## src/rtl/cpu_pkg.sv

```systemverilog
// cpu_pkg: shared ALU opcodes, exception/memory/control encodings and the EX register layout
package cpu_pkg;

    typedef enum logic [3:0] {
        ALU_OP_NOP  = 4'h0,
        ALU_OP_AND  = 4'h1,
        ALU_OP_OR   = 4'h2,
        ALU_OP_XOR  = 4'h3,
        ALU_OP_ADDS = 4'h4,
        ALU_OP_ADDU = 4'h5,
        ALU_OP_SUBS = 4'h6,
        ALU_OP_SUBU = 4'h7,
        ALU_OP_SHRL = 4'h8,
        ALU_OP_SHLL = 4'h9,
        ALU_OP_DIVU = 4'hA,
        ALU_OP_REMU = 4'hB
    } alu_op_t;

    localparam logic [2:0] EXP_NO_EXP     = 3'h0;
    localparam logic [2:0] EXP_UNDEF_INSN = 3'h1;
    localparam logic [2:0] EXP_OVERFLOW   = 3'h2;

    localparam logic [1:0] MEM_OP_NOP = 2'h0;
    localparam logic [1:0] MEM_OP_LDW = 2'h1;
    localparam logic [1:0] MEM_OP_STW = 2'h2;

    localparam logic [1:0] CTRL_OP_NOP  = 2'h0;
    localparam logic [1:0] CTRL_OP_WRCR = 2'h1;
    localparam logic [1:0] CTRL_OP_EXRT = 2'h2;

    localparam int DIV_ITER = 32;

    typedef enum logic [1:0] {
        DIV_IDLE = 2'h0,
        DIV_BUSY = 2'h1,
        DIV_DONE = 2'h2
    } div_state_t;

    typedef struct packed {
        logic [29:0] pc;
        logic        en;
        logic [1:0]  mem_op;
        logic [31:0] mem_wr_data;
        logic [31:0] out;
        logic        br_flag;
        logic [1:0]  ctrl_op;
        logic [4:0]  dst_addr;
        logic        gpr_we_;
        logic [2:0]  exp_code;
    } ex_reg_t;

    // an invalid slot that writes nothing; pc is the only field callers choose
    function automatic ex_reg_t bubble(input logic [29:0] pc);
        bubble         = '0;
        bubble.pc      = pc;
        bubble.gpr_we_ = 1'b1;
    endfunction

endpackage

```

## src/rtl/ex_div.sv

```systemverilog
// ex_div: 32-iteration restoring unsigned divider with IDLE/BUSY/DONE control
module ex_div
    import cpu_pkg::*;
(
    input  logic        clk,
    input  logic        rst_n,
    input  logic        start,
    input  logic        stall,
    input  logic        flush,
    input  logic [31:0] dividend,
    input  logic [31:0] divisor,
    output logic [31:0] quotient,
    output logic [31:0] remainder,
    output logic        busy,
    output logic        done
);
    div_state_t  state, state_nx;
    logic [4:0]  cnt;
    logic [31:0] q, d;
    logic [32:0] r, r_sh;
    logic        ge;

    assign r_sh = {r[31:0], q[31]};
    assign ge   = r_sh >= {1'b0, d};

    // state register
    always_ff @(posedge clk or negedge rst_n) begin
        if (!rst_n) state <= DIV_IDLE;
        else        state <= state_nx;
    end

    // next state: flush aborts from anywhere, DONE waits for a non-stalled edge
    always_comb begin
        state_nx = flush                                           ? DIV_IDLE :
                   (state == DIV_IDLE && start)                    ? DIV_BUSY :
                   (state == DIV_BUSY && cnt == 5'(DIV_ITER - 1))  ? DIV_DONE :
                   (state == DIV_DONE && !stall)                   ? DIV_IDLE : state;
    end

    // outputs decoded from state
    always_comb begin
        busy = state != DIV_IDLE;
        done = state == DIV_DONE;
    end

    // operand capture and one shift-subtract step per BUSY cycle; divisor 0 naturally gives all-ones / dividend
    always_ff @(posedge clk or negedge rst_n) begin
        if (!rst_n) begin
            cnt <= '0;
            q   <= '0;
            d   <= '0;
            r   <= '0;
        end else if (state == DIV_IDLE && start) begin
            cnt <= '0;
            q   <= dividend;
            d   <= divisor;
            r   <= '0;
        end else if (state == DIV_BUSY) begin
            cnt <= cnt + 5'd1;
            q   <= {q[30:0], ge};
            r   <= ge ? r_sh - {1'b0, d} : r_sh;
        end
    end

    assign quotient  = q;
    assign remainder = r[31:0];

endmodule

```

## src/rtl/ex_stage.sv

```systemverilog
// ex_stage: execute stage with inline ALU and EX/MEM register; EX_DIVIDER_EN adds DIVU/REMU via ex_div
module ex_stage
    import cpu_pkg::*;
(
    input  logic        clk,
    input  logic        rst_n,
    input  logic        stall,
    input  logic        flush,
    output logic        busy,
    input  logic [29:0] id_pc,
    input  logic        id_en,
    input  logic [3:0]  id_alu_op,
    input  logic [31:0] id_alu_in_0,
    input  logic [31:0] id_alu_in_1,
    input  logic        id_br_flag,
    input  logic [1:0]  id_mem_op,
    input  logic [31:0] id_mem_wr_data,
    input  logic [1:0]  id_ctrl_op,
    input  logic [4:0]  id_dst_addr,
    input  logic        id_gpr_we_,
    input  logic [2:0]  id_exp_code,
    output logic [29:0] ex_pc,
    output logic        ex_en,
    output logic [1:0]  ex_mem_op,
    output logic [31:0] ex_mem_wr_data,
    output logic [31:0] ex_out,
    output logic        ex_br_flag,
    output logic [1:0]  ex_ctrl_op,
    output logic [4:0]  ex_dst_addr,
    output logic        ex_gpr_we_,
    output logic [2:0]  ex_exp_code,
    output logic [31:0] ex_fwd_data
);
    ex_reg_t     cur, nxt;
    logic [31:0] alu_out, sum, diff, div_res;
    logic        ovf, is_div, undef, div_busy, div_done, div_we_;
    logic [29:0] div_pc;
    logic [4:0]  div_dst;

    assign sum    = id_alu_in_0 + id_alu_in_1;
    assign diff   = id_alu_in_0 - id_alu_in_1;
    assign is_div = id_alu_op == ALU_OP_DIVU || id_alu_op == ALU_OP_REMU;
    assign ovf    = (id_alu_op == ALU_OP_ADDS && id_alu_in_0[31] == id_alu_in_1[31] && sum[31] != id_alu_in_0[31]) ||
                    (id_alu_op == ALU_OP_SUBS && id_alu_in_0[31] != id_alu_in_1[31] && diff[31] != id_alu_in_0[31]);

    // single-cycle ALU result, also forwarded to decode
    always_comb begin
        case (id_alu_op)
            ALU_OP_AND:               alu_out = id_alu_in_0 & id_alu_in_1;
            ALU_OP_OR:                alu_out = id_alu_in_0 | id_alu_in_1;
            ALU_OP_XOR:               alu_out = id_alu_in_0 ^ id_alu_in_1;
            ALU_OP_ADDS, ALU_OP_ADDU: alu_out = sum;
            ALU_OP_SUBS, ALU_OP_SUBU: alu_out = diff;
            ALU_OP_SHRL:              alu_out = id_alu_in_0 >> id_alu_in_1[4:0];
            ALU_OP_SHLL:              alu_out = id_alu_in_0 << id_alu_in_1[4:0];
            default:                  alu_out = '0;
        endcase
    end

    assign ex_fwd_data = alu_out;

`ifdef EX_DIVIDER_EN
    logic [31:0] quo, rem;
    logic        div_start, is_rem;

    assign div_start = id_en && is_div && !flush;
    assign undef     = 1'b0;
    assign div_res   = is_rem ? rem : quo;
    assign busy      = div_busy;

    ex_div u_div (
        .clk       (clk),
        .rst_n     (rst_n),
        .start     (div_start),
        .stall     (stall),
        .flush     (flush),
        .dividend  (id_alu_in_0),
        .divisor   (id_alu_in_1),
        .quotient  (quo),
        .remainder (rem),
        .busy      (div_busy),
        .done      (div_done)
    );

    // remember the accepted divide's destination while upstream is held off
    always_ff @(posedge clk or negedge rst_n) begin
        if (!rst_n) begin
            div_pc  <= '0;
            div_dst <= '0;
            div_we_ <= 1'b1;
            is_rem  <= 1'b0;
        end else if (div_start && !div_busy) begin
            div_pc  <= id_pc;
            div_dst <= id_dst_addr;
            div_we_ <= id_gpr_we_;
            is_rem  <= id_alu_op == ALU_OP_REMU;
        end
    end
`else
    assign undef    = is_div;
    assign div_busy = 1'b0;
    assign div_done = 1'b0;
    assign div_res  = '0;
    assign div_pc   = '0;
    assign div_dst  = '0;
    assign div_we_  = 1'b1;
    assign busy     = 1'b0;
`endif

    // next register contents: flush > stall > divider > bubble > normal issue
    always_comb begin
        nxt = cur;
        if (flush) nxt = bubble('0);
        else if (stall) nxt = cur;
        else if (div_done) begin
            nxt          = bubble(div_pc);
            nxt.en       = 1'b1;
            nxt.out      = div_res;
            nxt.dst_addr = div_dst;
            nxt.gpr_we_  = div_we_;
        end
        else if (div_busy) nxt = bubble('0);
        else if (!id_en) nxt = bubble(id_pc);
        else begin
            nxt = '{pc: id_pc, en: 1'b1, mem_op: id_mem_op, mem_wr_data: id_mem_wr_data, out: alu_out,
                    br_flag: id_br_flag, ctrl_op: id_ctrl_op, dst_addr: id_dst_addr,
                    gpr_we_: id_gpr_we_, exp_code: id_exp_code};
            if (ovf || undef) begin
                nxt.mem_op   = MEM_OP_NOP;
                nxt.ctrl_op  = CTRL_OP_NOP;
                nxt.br_flag  = 1'b0;
                nxt.gpr_we_  = 1'b1;
                nxt.exp_code = undef ? EXP_UNDEF_INSN : EXP_OVERFLOW;
            end
`ifdef EX_DIVIDER_EN
            if (is_div) nxt = bubble(id_pc);
`endif
        end
    end

    // EX/MEM pipeline register
    always_ff @(posedge clk or negedge rst_n) begin
        if (!rst_n) cur <= bubble('0);
        else        cur <= nxt;
    end

    assign ex_pc          = cur.pc;
    assign ex_en          = cur.en;
    assign ex_mem_op      = cur.mem_op;
    assign ex_mem_wr_data = cur.mem_wr_data;
    assign ex_out         = cur.out;
    assign ex_br_flag     = cur.br_flag;
    assign ex_ctrl_op     = cur.ctrl_op;
    assign ex_dst_addr    = cur.dst_addr;
    assign ex_gpr_we_     = cur.gpr_we_;
    assign ex_exp_code    = cur.exp_code;

endmodule

```

## config.mk

```make
export PLATFORM = sky130hd
export DESIGN_NAME = ex_stage
export DESIGN_NICKNAME = d
export VERILOG_FILES = /design/src/rtl/cpu_pkg.sv /design/src/rtl/ex_div.sv /design/src/rtl/ex_stage.sv
export SDC_FILE = /design/constraint.sdc
export NUM_CORES = 1
export LEC_CHECK = 0
export CAP_MARGIN = 20
export CORE_MARGIN = 3
export CORE_UTILIZATION = 54
export DETAILED_ROUTE_END_ITERATION = 7
export MAX_ROUTING_LAYER = met4
export PLACE_DENSITY = 0.86
export SKIP_LAST_GASP = 1
export SYNTH_ARGS = -nofsm -noshare
export SYNTH_HDL_FRONTEND = slang
export SYNTH_SLANG_ARGS = --single-unit
```

## constraint.sdc

```tcl
create_clock -name clk -period 17.1 [get_ports clk]
set_input_delay 3.42 -clock clk [delete_from_list [all_inputs] [get_ports clk]]
set_output_delay 3.42 -clock clk [all_outputs]
set_load 0.01 [all_outputs]
```

==> results.md <==
* Largest family of logic cells by synthesized area: compound AO/OA/AOI/OAI gates
* Post_cts resized at 0
* Slew Limit Fails at 0
* Die area at roughly 24,000 um2
* Initial core utilization at 55.3%
* Vias in the first global route at roughly 12,000
* Post-Synth XOR/XNOR Area at approximately 1.9%
* Die Height at 156 um
* Cell count after synthesis at around 1,500
* Gr busiest metal: met2
* Gr ovfl total at 0
* H-tree level count at 3
* Mux share of post-synthesis cell area at between 10% and 20%
* Fmax at ~85 MHz
* Die span in x at between 150 and 200 um
* Final setup margin at between 5 and 6 ns
* CTS root buf: clkbuf_16
* Final nets at slightly below 2,000
* Met3 Use GR at slightly below 9%
* CP startpoint: id_alu_in_1[2]
* Post-synth cell types at 90
* Initial antenna violation count at 7
* Areal power density over the cells at 59.4 nW/um2
* Mapped Avg Cell Area at ~8 um2
* Total CTS buffers at 9
* Seq pwr share at a little under a third
* Max FO, Critical Path at 48
* Status: complete, but fails checks
* Detailed placer's ending HPWL at 40.3 mm
* Leading post-synthesis cells by cell area: dfrtp_1 (22%), mux2i_1 (13%), ha_1 (11%), a22o_1 (5.3%), a21oi_1 (4.6%)
* Worst skew pair latency at between 0.3 and 0.4 ns
* RSZ-0062 raised after global routing: false
* Switching Share at 40.3%
* Rows at between 50 and 60
* DR vias/cell at approximately 6.8
* Crit path kind: in -> out
* Dominant synthesized flop cell: dfrtp_1
* Int Pwr at between 0.5 and 0.6 mW
* Clk buf depth at 2
* PortBufs at slightly below 300
* Routed wire per std cell at ~26 um
* Period utilization at between 60 and 70%
* Mapped Area at 12,100 um2
* Final setup TNS at 0 ns
* Setup Skew at 0 ns
* WP data arrival at ~8.3 ns
* Worst r2r src: ex_pc[21]$_DFFE_PN0P_
* Net Sw Power at 0.369 mW
* Min cycle time layout at between 10 and 15 ns
* Synth warn at 0
* Simple-Gate Fraction of Synth Area at between 10% and 20%
* Most common cell after layout, fill and taps aside: clkdlybuf4s50_1
* Comb power frac at 46.5%
* Core area at around 22,000 um2
* Setup crit start kind: input port
* 1st-pass router iterations at 8
* Cts hold-fix bufs at 0
* Total power at around 0.91 mW
* Fin. Hold Viols at 0
* Area leader, netlist: dfrtp_1
* DRT Wirelength at around 52 mm
* Layout cells sized above 1 at about 5.7%
* Initial drt markers at 1,877
* Min-delay worst type: reg -> reg
* # setup viols final at 0
* CTS tree: built
* Pre-CTS setup slack at 5.55 ns
* Final cell count without fillers at slightly below 2,000
* Worst Hold Launch: ex_gpr_we_$_DFFE_PN1P_
* Drt drc at 2
* Required @ worst endpoint at 13.68 ns
* Synth top area share at between 20 and 25%
* Async SR Flop Fraction at 100%
* First-pass GRT wire length at 75.6 mm
* Final GP Congestion at between 1 and 1.5
* IO Count at 291
* P&R area growth vs syn at 26.7%
* Post-synthesis sequential area ratio at about 22%
* Adder-Cell Fraction of Synth Area at between 10% and 20%
* M1 GR Usage at 53.1%
* CTS clk-pin slew, worst paths at approximately 0.080 ns
* Max Cap Viol at 0
* Clock sinks at 109
* Worst-Margin Slew at between 0.9 and 1 ns
* Post-Syn Nets at about 1,700
* CP Capture Type: output port
* Worst-case headroom to the max-slew limit at 37.0%
* Synthesized flop and latch total at about 110
* Most frequent cells in the layout: clkdlybuf4s50_1 (284), mux2i_1 (155), nor2_1 (135)
* Maximum resistive drop on vdd at approximately 0.042 mV
* Met2 Use GR at between 60% and 70%
* Leak at about 7 nW
* Placed cell count at about 2,000
* Number of synthesized flops with an enable pin at 0
* Antenna Nets Post-Route at 0
* Vias at roughly 13,000
* Failing checks: design-rule violations
* Global Route Usage Sum at 41.4%
* Synth Area in Compound Gates at 29.3%
* Post-CTS setup buffer count at 0
* Pin count of the biggest net entering global routing at 98
* Clock share of power at about a quarter
logic make-up after synthesis:
group | after synthesis
adder cells (fa/ha/maj) | 105
XOR/XNOR | 26
other | 1
buffers and inverters | 214
flip-flops | 109
AO/OA/AOI/OAI | 508
multiplexers | 171
AND/OR/NAND/NOR | 348
routing by layer:
layer / routed length [um] / share of wire, %
met5: 0 / 0
met4: 2370 / 4.6
met3: 6220 / 12
met2: 23300 / 45
met1: 19700 / 38
path summary, 6_finish.rpt:
| check | slack (ns) | cells after the start | to |
|---|---|---|---|
| min in group asynchronous | 3.04 | 1 | ex_mem_wr_data[10]$_DFFE_PN0P_ |
| max in group asynchronous | 12.72 | 2 | ex_pc[27]$_DFFE_PN0P_ |
| max reg2reg | 16.22 | 2 | ex_pc[21]$_DFFE_PN0P_ |
| min reg2reg | 0.47 | 2 | ex_gpr_we_$_DFFE_PN1P_ |
| min | 0.47 | 2 | ex_gpr_we_$_DFFE_PN1P_ |
| max | 5.34 | 16 | ex_fwd_data[24] |
power groups by stage:
stage / combinational (mW) / clock [mW] / sequential [mW]
after detailed placement: 0.409 / 0 / 0.280
after CTS: 0.411 / 0.213 / 0.275
after global placement: 0.404 / 0 / 0.279
final: 0.425 / 0.214 / 0.275
after floorplan: 0.228 / 0 / 0.284
after global routing: 0.447 / 0.225 / 0.276
sequential cells by signal (all words and copies together), names as in the netlist:
signal	count
ex_pc	30
ex_exp_code	3
ex_out	32
ex_dst_addr	5
ex_mem_op	2
ex_ctrl_op	2
ex_en	1
ex_mem_wr_data	32
ex_gpr_we_	1
ex_br_flag	1
Yosys cell counts (4+ instances only):
cell type and n:
xnor2_1 21, nor3_1 28, and2_1 4, xor2_1 5, nor2b_1 13, o311ai_0 4
mux2_2 7, a221oi_1 7, inv_1 96, buf_2 21, nand2b_1 26, buf_1 17
mux4_2 9, a21oi_1 111, a21o_1 14, ha_1 103, o211ai_2 5, or2_2 4
a22oi_1 4, o31ai_1 12, nand2_1 78, and3_1 7, o21bai_1 10, a221o_1 13
nor2_1 135, a211oi_1 7, o21ai_1 13, a22o_1 73, a211o_1 4, o221ai_1 8
a31oi_1 12, clkbuf_1 73, o21a_1 8, o211ai_1 21, nand4_1 4, o21ai_0 98
dfrtp_1 108, nor4_1 8, o22ai_1 38, nand3_1 23, mux2i_1 155
area by class of cell:
| cell class | count | area, um2 |
|---|---|---|
| Antenna cell | 7 | 17.5 |
| Clock buffer | 9 | 225 |
| Clock inverter | 7 | 81.3 |
| Fill cell | 1737 | 6570 |
| Inverter | 100 | 375 |
| Multi-Input combinational cell | 1159 | 8580 |
| Sequential cell | 109 | 2730 |
| Tap cell | 280 | 350 |
| Timing Repair Buffer | 309 | 3030 |
worst max-delay path, stage by stage:
cell	delay [ns]
clkdlybuf4s50_1	0.40
buf_4	0.27
inv_2	0.09
buf_4	0.57
ha_1	0.45
nor2b_1	0.19
o211ai_1	0.17
a2bb2oi_1	0.39
o221ai_2	0.25
o21ai_1	0.23
nand3_1	0.16
or3_1	0.39
o311ai_1	0.12
xnor2_1	0.25
o2111ai_1	0.28
clkdlybuf4s50_1	0.65
metrics by stage:
stage	util [%]	hold slack, ns	area (um2)
floorplan	-	0.467	12100
global placement	68.5	0.453	15100
detailed placement	68.6	0.464	15100
CTS	70.0	0.476	15400
global route	70.1	0.508	15400
finish	70.1	0.473	15400
Power figures use the tool's default switching activity.
